## src/rtl/msrv32_pkg.sv

```systemverilog
// Shared constants for the msrv32 front end: canonical NOP,
// major opcodes and instruction field bit positions.
package msrv32_pkg;

  localparam logic [31:0] NOP_INSTR = 32'h0000_0013;

  localparam logic [6:0] OPC_LOAD   = 7'h03;
  localparam logic [6:0] OPC_OP_IMM = 7'h13;
  localparam logic [6:0] OPC_AUIPC  = 7'h17;
  localparam logic [6:0] OPC_STORE  = 7'h23;
  localparam logic [6:0] OPC_OP     = 7'h33;
  localparam logic [6:0] OPC_LUI    = 7'h37;
  localparam logic [6:0] OPC_BRANCH = 7'h63;
  localparam logic [6:0] OPC_JALR   = 7'h67;
  localparam logic [6:0] OPC_JAL    = 7'h6F;
  localparam logic [6:0] OPC_SYSTEM = 7'h73;

  localparam int OPCODE_LSB = 0;
  localparam int RD_LSB     = 7;
  localparam int FUNCT3_LSB = 12;
  localparam int RS1_LSB    = 15;
  localparam int RS2_LSB    = 20;
  localparam int FUNCT7_LSB = 25;
  localparam int CSR_LSB    = 20;
  localparam int BODY_LSB   = 7;

endpackage

```

## src/rtl/msrv32_instr_field_split.sv

```systemverilog
// Combinational split of a 32-bit instruction word into
// the decode fields consumed by the decode stage.
module msrv32_instr_field_split
  import msrv32_pkg::*;
(
  input  logic [31:0] word_in,
  output logic [6:0]  opcode_out,
  output logic [2:0]  funct3_out,
  output logic [6:0]  funct7_out,
  output logic [4:0]  rs1addr_out,
  output logic [4:0]  rs2addr_out,
  output logic [4:0]  rdaddr_out,
  output logic [11:0] csr_addr_out,
  output logic [24:0] instr_out
);

  assign opcode_out   = word_in[OPCODE_LSB +: 7];
  assign funct3_out   = word_in[FUNCT3_LSB +: 3];
  assign funct7_out   = word_in[FUNCT7_LSB +: 7];
  assign rs1addr_out  = word_in[RS1_LSB +: 5];
  assign rs2addr_out  = word_in[RS2_LSB +: 5];
  assign rdaddr_out   = word_in[RD_LSB +: 5];
  assign csr_addr_out = word_in[CSR_LSB +: 12];
  assign instr_out    = word_in[BODY_LSB +: 25];

endmodule

```

## src/rtl/msrv32_instr_fetch_queue.sv

```systemverilog
// Instruction buffer between fetch and decode; an empty or
// flushing queue presents the canonical NOP at the head.
module msrv32_instr_fetch_queue #(
  parameter int unsigned DEPTH     = 4,
  parameter logic [31:0] NOP_INSTR = msrv32_pkg::NOP_INSTR,
  parameter int unsigned PC_W      = 32,
  localparam int unsigned PW = $clog2(DEPTH),
  localparam int unsigned CW = $clog2(DEPTH + 1)
) (
  input  logic            ms_riscv32_mp_clk_in,
  input  logic            ms_riscv32_mp_rst_n_in,
  input  logic [31:0]     ms_riscv32_mp_instr_in,
  input  logic [PC_W-1:0] pc_in,
  input  logic            instr_valid_in,
  output logic            instr_ready_out,
  input  logic            flush_in,
  input  logic            stall_in,
  output logic            valid_out,
  output logic [PC_W-1:0] pc_out,
  output logic [6:0]      opcode_out,
  output logic [2:0]      funct3_out,
  output logic [6:0]      funct7_out,
  output logic [4:0]      rs1addr_out,
  output logic [4:0]      rs2addr_out,
  output logic [4:0]      rdaddr_out,
  output logic [11:0]     csr_addr_out,
  output logic [24:0]     instr_out,
  output logic [CW-1:0]   count_out
);

  logic [PW-1:0]   wr_ptr_q, wr_ptr_d;
  logic [PW-1:0]   rd_ptr_q, rd_ptr_d;
  logic [CW-1:0]   count_q, count_d;
  logic [31:0]     instr_mem_q [DEPTH];
  logic [PC_W-1:0] pc_mem_q [DEPTH];
  logic            push, pop;
  logic [31:0]     head_word;

  assign instr_ready_out = (count_q != CW'(DEPTH));
  assign valid_out = (count_q != '0) & ~flush_in;
  assign push = instr_valid_in & instr_ready_out & ~flush_in;
  assign pop  = valid_out & ~stall_in;
  assign count_out = count_q;

  always_comb begin
    wr_ptr_d = wr_ptr_q;
    rd_ptr_d = rd_ptr_q;
    count_d  = count_q;
    if (flush_in) begin
      wr_ptr_d = '0;
      rd_ptr_d = '0;
      count_d  = '0;
    end else begin
      if (push) wr_ptr_d = wr_ptr_q + PW'(1);
      if (pop)  rd_ptr_d = rd_ptr_q + PW'(1);
      unique case ({push, pop})
        2'b10:   count_d = count_q + CW'(1);
        2'b01:   count_d = count_q - CW'(1);
        default: count_d = count_q;
      endcase
    end
  end

  always_ff @(posedge ms_riscv32_mp_clk_in or negedge ms_riscv32_mp_rst_n_in) begin
    if (!ms_riscv32_mp_rst_n_in) begin
      wr_ptr_q <= '0;
      rd_ptr_q <= '0;
      count_q  <= '0;
    end else begin
      wr_ptr_q <= wr_ptr_d;
      rd_ptr_q <= rd_ptr_d;
      count_q  <= count_d;
    end
  end

  // Payload storage carries no reset; valid_out masks stale slots.
  always_ff @(posedge ms_riscv32_mp_clk_in) begin
    if (push) begin
      instr_mem_q[wr_ptr_q] <= ms_riscv32_mp_instr_in;
      pc_mem_q[wr_ptr_q]    <= pc_in;
    end
  end

  assign head_word = valid_out ? instr_mem_q[rd_ptr_q] : NOP_INSTR;
  assign pc_out    = valid_out ? pc_mem_q[rd_ptr_q] : '0;

  msrv32_instr_field_split u_split (
    .word_in      (head_word),
    .opcode_out   (opcode_out),
    .funct3_out   (funct3_out),
    .funct7_out   (funct7_out),
    .rs1addr_out  (rs1addr_out),
    .rs2addr_out  (rs2addr_out),
    .rdaddr_out   (rdaddr_out),
    .csr_addr_out (csr_addr_out),
    .instr_out    (instr_out)
  );

endmodule

```

## config.mk

```make
export PLATFORM = sky130hd
export DESIGN_NAME = msrv32_instr_fetch_queue
export DESIGN_NICKNAME = d
export VERILOG_FILES = /design/src/rtl/msrv32_pkg.sv /design/src/rtl/msrv32_instr_field_split.sv /design/src/rtl/msrv32_instr_fetch_queue.sv
export SDC_FILE = /design/constraint.sdc
export NUM_CORES = 1
export LEC_CHECK = 0
export ABC_CLOCK_PERIOD_IN_PS = 7700
export CORE_ASPECT_RATIO = 1.4
export CORE_MARGIN = 2
export CORE_UTILIZATION = 57
export CTS_CLUSTER_SIZE = 16
export DETAILED_ROUTE_END_ITERATION = 12
export PLACE_DENSITY = 0.91
export SYNTH_ARGS = -nofsm -noshare
export SYNTH_HDL_FRONTEND = slang
export SYNTH_SLANG_ARGS = --single-unit
```

## constraint.sdc

```tcl
create_clock -name ms_riscv32_mp_clk_in -period 7.7 [get_ports ms_riscv32_mp_clk_in]
set_input_delay 1.54 -clock ms_riscv32_mp_clk_in [delete_from_list [all_inputs] [get_ports ms_riscv32_mp_clk_in]]
set_output_delay 1.54 -clock ms_riscv32_mp_clk_in [all_outputs]
set_load 0.02 [all_outputs]
```

==> results.md <==
Routing:
- The number of design-rule violations left by the first detailed-router iteration is ~430.
- The detailed-router iteration count before antenna repair is 5.
- The count of nets left with antenna violations once routing finished came out at 0.
- The routed design has roughly 19 mm of wire.
- The detailed-route DRC error count is 0.
- Summing over every cut layer, the via total after detailed routing is slightly above 5,000.
- The number of vias per cell is ~5.7.
- After detailed routing, the average wire length per cell comes to 21.13 um.

Floorplanning:
- The floorplan die width is between 100 and 150 um.
- The core region is approximately 18,000 um^2.
- The starting utilization of the core area is between 50 and 60%.
- The standard-cell row count is 58.
- Measured along the y axis, the die boundary spans approximately 160 um.
- The total die area is around 20,000 um^2.
- The number of top-level pins is between 150 and 200.

Clocking:
- The hold-fix buffer count after cts is 0.
- The depth of the CTS H-tree is 1.
- At the later pin of the worst-skew pair, clock insertion delay measures about 0.5 ns.
- The maximum root-to-sink buffer count is 3.
- The number of gates resized after cts is 0.
- The number of clock buffers inserted by TritonCTS is 23.
- The clock transition at the registers of the reported paths is about 0.06 ns.
- CTS placed an instance of sky130_fd_sc_hd__clkbuf_16 at the clock tree root.
- The CTS sink count is 263.
- The number of buffers added for setup after CTS is 0.
- TritonCTS built the clock tree.

STA:
- The max-slew violation total from the final report came to 0.
- In this run the tightest slew margin relative to its limit is 19.96%.
- For the pin with the worst max-slew slack, the measured transition is roughly 1.2 ns.
- In the finished design, the share of the clock period the worst path needs comes to 74.75%.
- The worst path needs approximately 5.8 ns of the cycle, external delays included.
- The worst path setup slack after routing is around 1.9 ns.
- The final-layout setup total negative slack is 0 ns.
- Timing would allow up to 0.1737 GHz.
- The number of hold violations in the final report came to 0.
- The clock arrives with 0.01112 ns of skew.
- Setup violations remaining at the end of the flow were counted as 0.
- Setup repair after global routing left no endpoint under its margin.

Placement:
- The number of buffers added on ports is roughly 170.
- The congestion estimate from routability-driven global placement came to a little over 0.8.
- The worst setup slack before clock tree synthesis is between 1.5 and 2 ns.
- The cell count after placement is about 860.
- After legalization and detailed placement, the total HPWL measured 11.31 mm.

Power and ir drop:
- Summing internal, switching and leakage power gives between 3000 and 4000 uW.
- The cell leakage power is slightly above 0.004 uW.
- The worst supply voltage drop on vdd is about 0.23 mV.
- The power density of the placed cells is 259.4 nW/um^2.

Cells and area:
- Of the cells placed in the final design, the portion with a size suffix greater than 1 is between 10% and 20%.
- Compared with the post-synthesis result, the final layout area differs by 22.50%.
- The number of antenna diodes in the final layout is 0.
- The number of nets in the final layout is 721.
- Cells fill 71.57% of the core in the end.
- Excluding fillers, the count of instances in the completed layout stands at ~900.

Global routing:
- The initial antenna violation count is 0.
- The combined global-route utilization of all metal layers is slightly below 20%.
- The largest net degree at the start of global routing is 65.
- Global routing finished with a remaining overflow of 0.
- The global-route wire length before repair is approximately 30 mm.
- The via count of the first global-routing pass is 5,563.

Synth:
- The total nets after synthesis is a little under 600.
- The cell count after synthesis came out at between 500 and 600.
- The sequential area share after synthesis is between 70% and 80%.
- The number of warnings reported in the yosys synthesis log is 0.
- The post-synthesis instance area is around 11,000 um^2.
- A synthesized cell averages approximately 21 um^2.
- After synthesis the netlist holds a flip-flop and latch count of between 200 and 300.
- The post-synthesis cell type count is 34.

Worst setup path:
- Traced cell by cell, the critical path runs through clkdlybuf4s50_1 > nor2_4 > and2_1 > clkdlybuf4s50_1.
- The arrival time at the worst endpoint is ~4.2 ns.
- Along the worst path, the maximum fanout reaches 62.
- At the worst endpoint, the required time is 6.16 ns.
- The cell type group with the largest total delay on the critical path is simple AND/OR/NAND/NOR gates.
- The most repeated library cell on the critical path is sky130_fd_sc_hd__clkdlybuf4s50_1.
- The largest single stage delay on the critical path is between 1 and 1.5 ns.
- The number of buffer and inverter instances along the worst setup path is 2.
- The worst setup path is launched from an input port.
- The type of the worst setup path is input port to output port.
- The type of destination of the critical path is an output port.
- The slowest library cell on the worst path is sky130_fd_sc_hd__nor2_4.

Run:
- The total of max-cap violations is 0.

Status:
- The run finished with clean final reports.

Hold path:
- The class of the tightest hold or removal check is flop to flop.
## worst min-delay path: stages (launching register included)
cell	delay [ns]
sky130_fd_sc_hd__dfrtp_1	0.41
sky130_fd_sc_hd__nand2_1	0.07
sky130_fd_sc_hd__a21oi_1	0.07
## path summary, 6_finish.rpt
check | from | to | slack, ns | depth (start not counted)
worst max-delay path | flush_in | instr_out[3] | 1.94 | 4
worst min-delay path | wr_ptr_q[1] | wr_ptr_q[1] | 0.60 | 2
worst max register to register | count_out[0] | count_out[1] | 5.21 | 7
worst min register to register | wr_ptr_q[1] | wr_ptr_q[1] | 0.60 | 2
max in group asynchronous | ms_riscv32_mp_rst_n_in | rd_ptr_q[0] | 6.12 | 1
min in group asynchronous | ms_riscv32_mp_rst_n_in | count_out[0] | 1.30 | 1
## kinds of logic (layout without fill, tap and decap cells)
logic type,count (synthesis),in the layout,share of synthesized area [%]
buf+inv,67,223,4.188
flops,263,263,74.77
mux,64,64,13.71
xor+xnor,4,4,0.3331
simple gates,91,91,5.426
compound gates,13,13,0.9044
fa+ha+maj,5,5,0.6664
## synthesized netlist by cell type
cell type	instances	area, um^2
sky130_fd_sc_hd__a2111oi_0	1	8.760
sky130_fd_sc_hd__a211o_1	1	8.760
sky130_fd_sc_hd__a21oi_1	2	10.01
sky130_fd_sc_hd__a221oi_1	1	8.760
sky130_fd_sc_hd__a311o_1	1	10.01
sky130_fd_sc_hd__a31oi_1	2	12.51
sky130_fd_sc_hd__a32oi_1	1	8.760
sky130_fd_sc_hd__and2_1	65	406.6
sky130_fd_sc_hd__and3_1	3	18.77
sky130_fd_sc_hd__buf_2	10	50.05
sky130_fd_sc_hd__buf_4	37	277.8
sky130_fd_sc_hd__buf_6	5	56.30
sky130_fd_sc_hd__clkbuf_1	9	33.78
sky130_fd_sc_hd__dfrtp_1	7	175.2
sky130_fd_sc_hd__edfxtp_1	256	7687
sky130_fd_sc_hd__fa_1	1	20.02
sky130_fd_sc_hd__ha_1	4	50.05
sky130_fd_sc_hd__inv_1	6	22.52
sky130_fd_sc_hd__mux4_2	64	1441
sky130_fd_sc_hd__nand2_1	5	18.77
sky130_fd_sc_hd__nand2b_1	1	6.260
sky130_fd_sc_hd__nand3_1	1	5.000
sky130_fd_sc_hd__nand3b_1	2	15.01
sky130_fd_sc_hd__nor2_1	4	15.01
sky130_fd_sc_hd__nor2_2	2	12.51
sky130_fd_sc_hd__nor3_4	1	16.27
sky130_fd_sc_hd__nor3b_1	1	7.510
sky130_fd_sc_hd__nor4b_2	1	15.01
sky130_fd_sc_hd__o21ai_0	2	10.01
sky130_fd_sc_hd__o221ai_1	1	8.760
sky130_fd_sc_hd__o311ai_0	1	8.760
sky130_fd_sc_hd__or3_1	4	25.02
sky130_fd_sc_hd__or3b_1	1	8.760
sky130_fd_sc_hd__xnor2_1	4	35.03
## state kept, by name (all words and copies together), names as in the netlist
name,flops
instr_mem_q,128
count_out,3
wr_ptr_q,2
pc_mem_q,128
rd_ptr_q,2
## layer usage
metal  routed length [um]  global-route usage (%)  share of wire, %
met5                    0                       0                 0
met4                  440                   6.602               2.3
met3                 1276                   3.764               6.7
met2                10190                   35.82                53
met1                 7171                   23.70                38
## through the flow
| stage | area, um^2 | hold WS [ns] |
|---|---|---|
| after floorplan | 10520 | 0.5425 |
| after global placement | 12170 | 0.5594 |
| after detailed placement | 12170 | 0.5904 |
| after CTS | 12880 | 0.5989 |
| after global routing | 12880 | 0.6328 |
| final | 12880 | 0.5959 |
## power breakdown
group / leakage, uW / switching [uW] / internal, uW
Combinational: 0.00132 / 279 / 300
Sequential: 0.00241 / 41.9 / 1630
Clock: 0.000353 / 484 / 607
## cells in the final DEF, fill, tap and decap left out, types with 2 or more instances in the layout
cell	synthesis	layout
sky130_fd_sc_hd__a21oi_1	2	2
sky130_fd_sc_hd__a31oi_1	2	2
sky130_fd_sc_hd__and2_1	65	61
sky130_fd_sc_hd__and2_4	0	4
sky130_fd_sc_hd__and3_1	3	3
sky130_fd_sc_hd__buf_4	37	2
sky130_fd_sc_hd__clkbuf_1	9	6
sky130_fd_sc_hd__clkbuf_16	0	23
sky130_fd_sc_hd__clkbuf_8	0	2
sky130_fd_sc_hd__clkdlybuf4s50_1	0	174
sky130_fd_sc_hd__clkinv_2	0	6
sky130_fd_sc_hd__dfrtp_1	7	5
sky130_fd_sc_hd__edfxtp_1	256	256
sky130_fd_sc_hd__ha_1	4	4
sky130_fd_sc_hd__inv_1	6	6
sky130_fd_sc_hd__inv_6	0	2
sky130_fd_sc_hd__mux4_2	64	64
sky130_fd_sc_hd__nand2_1	5	5
sky130_fd_sc_hd__nand3b_1	2	2
sky130_fd_sc_hd__nor2_1	4	4
sky130_fd_sc_hd__o21ai_0	2	2
sky130_fd_sc_hd__or3_1	4	4
sky130_fd_sc_hd__xnor2_1	4	4
## cell type report
type | count | area (um^2)
repair buffers | 176 | 1757
well taps | 240 | 300.3
inverters | 6 | 22.52
clock buffers | 31 | 625.6
flip-flops and latches | 263 | 7868
fillers | 1085 | 5116
clock inverters | 10 | 81.33
multi-input cells | 177 | 2227
No activity file was read; power rests on OpenSTA's default activity.
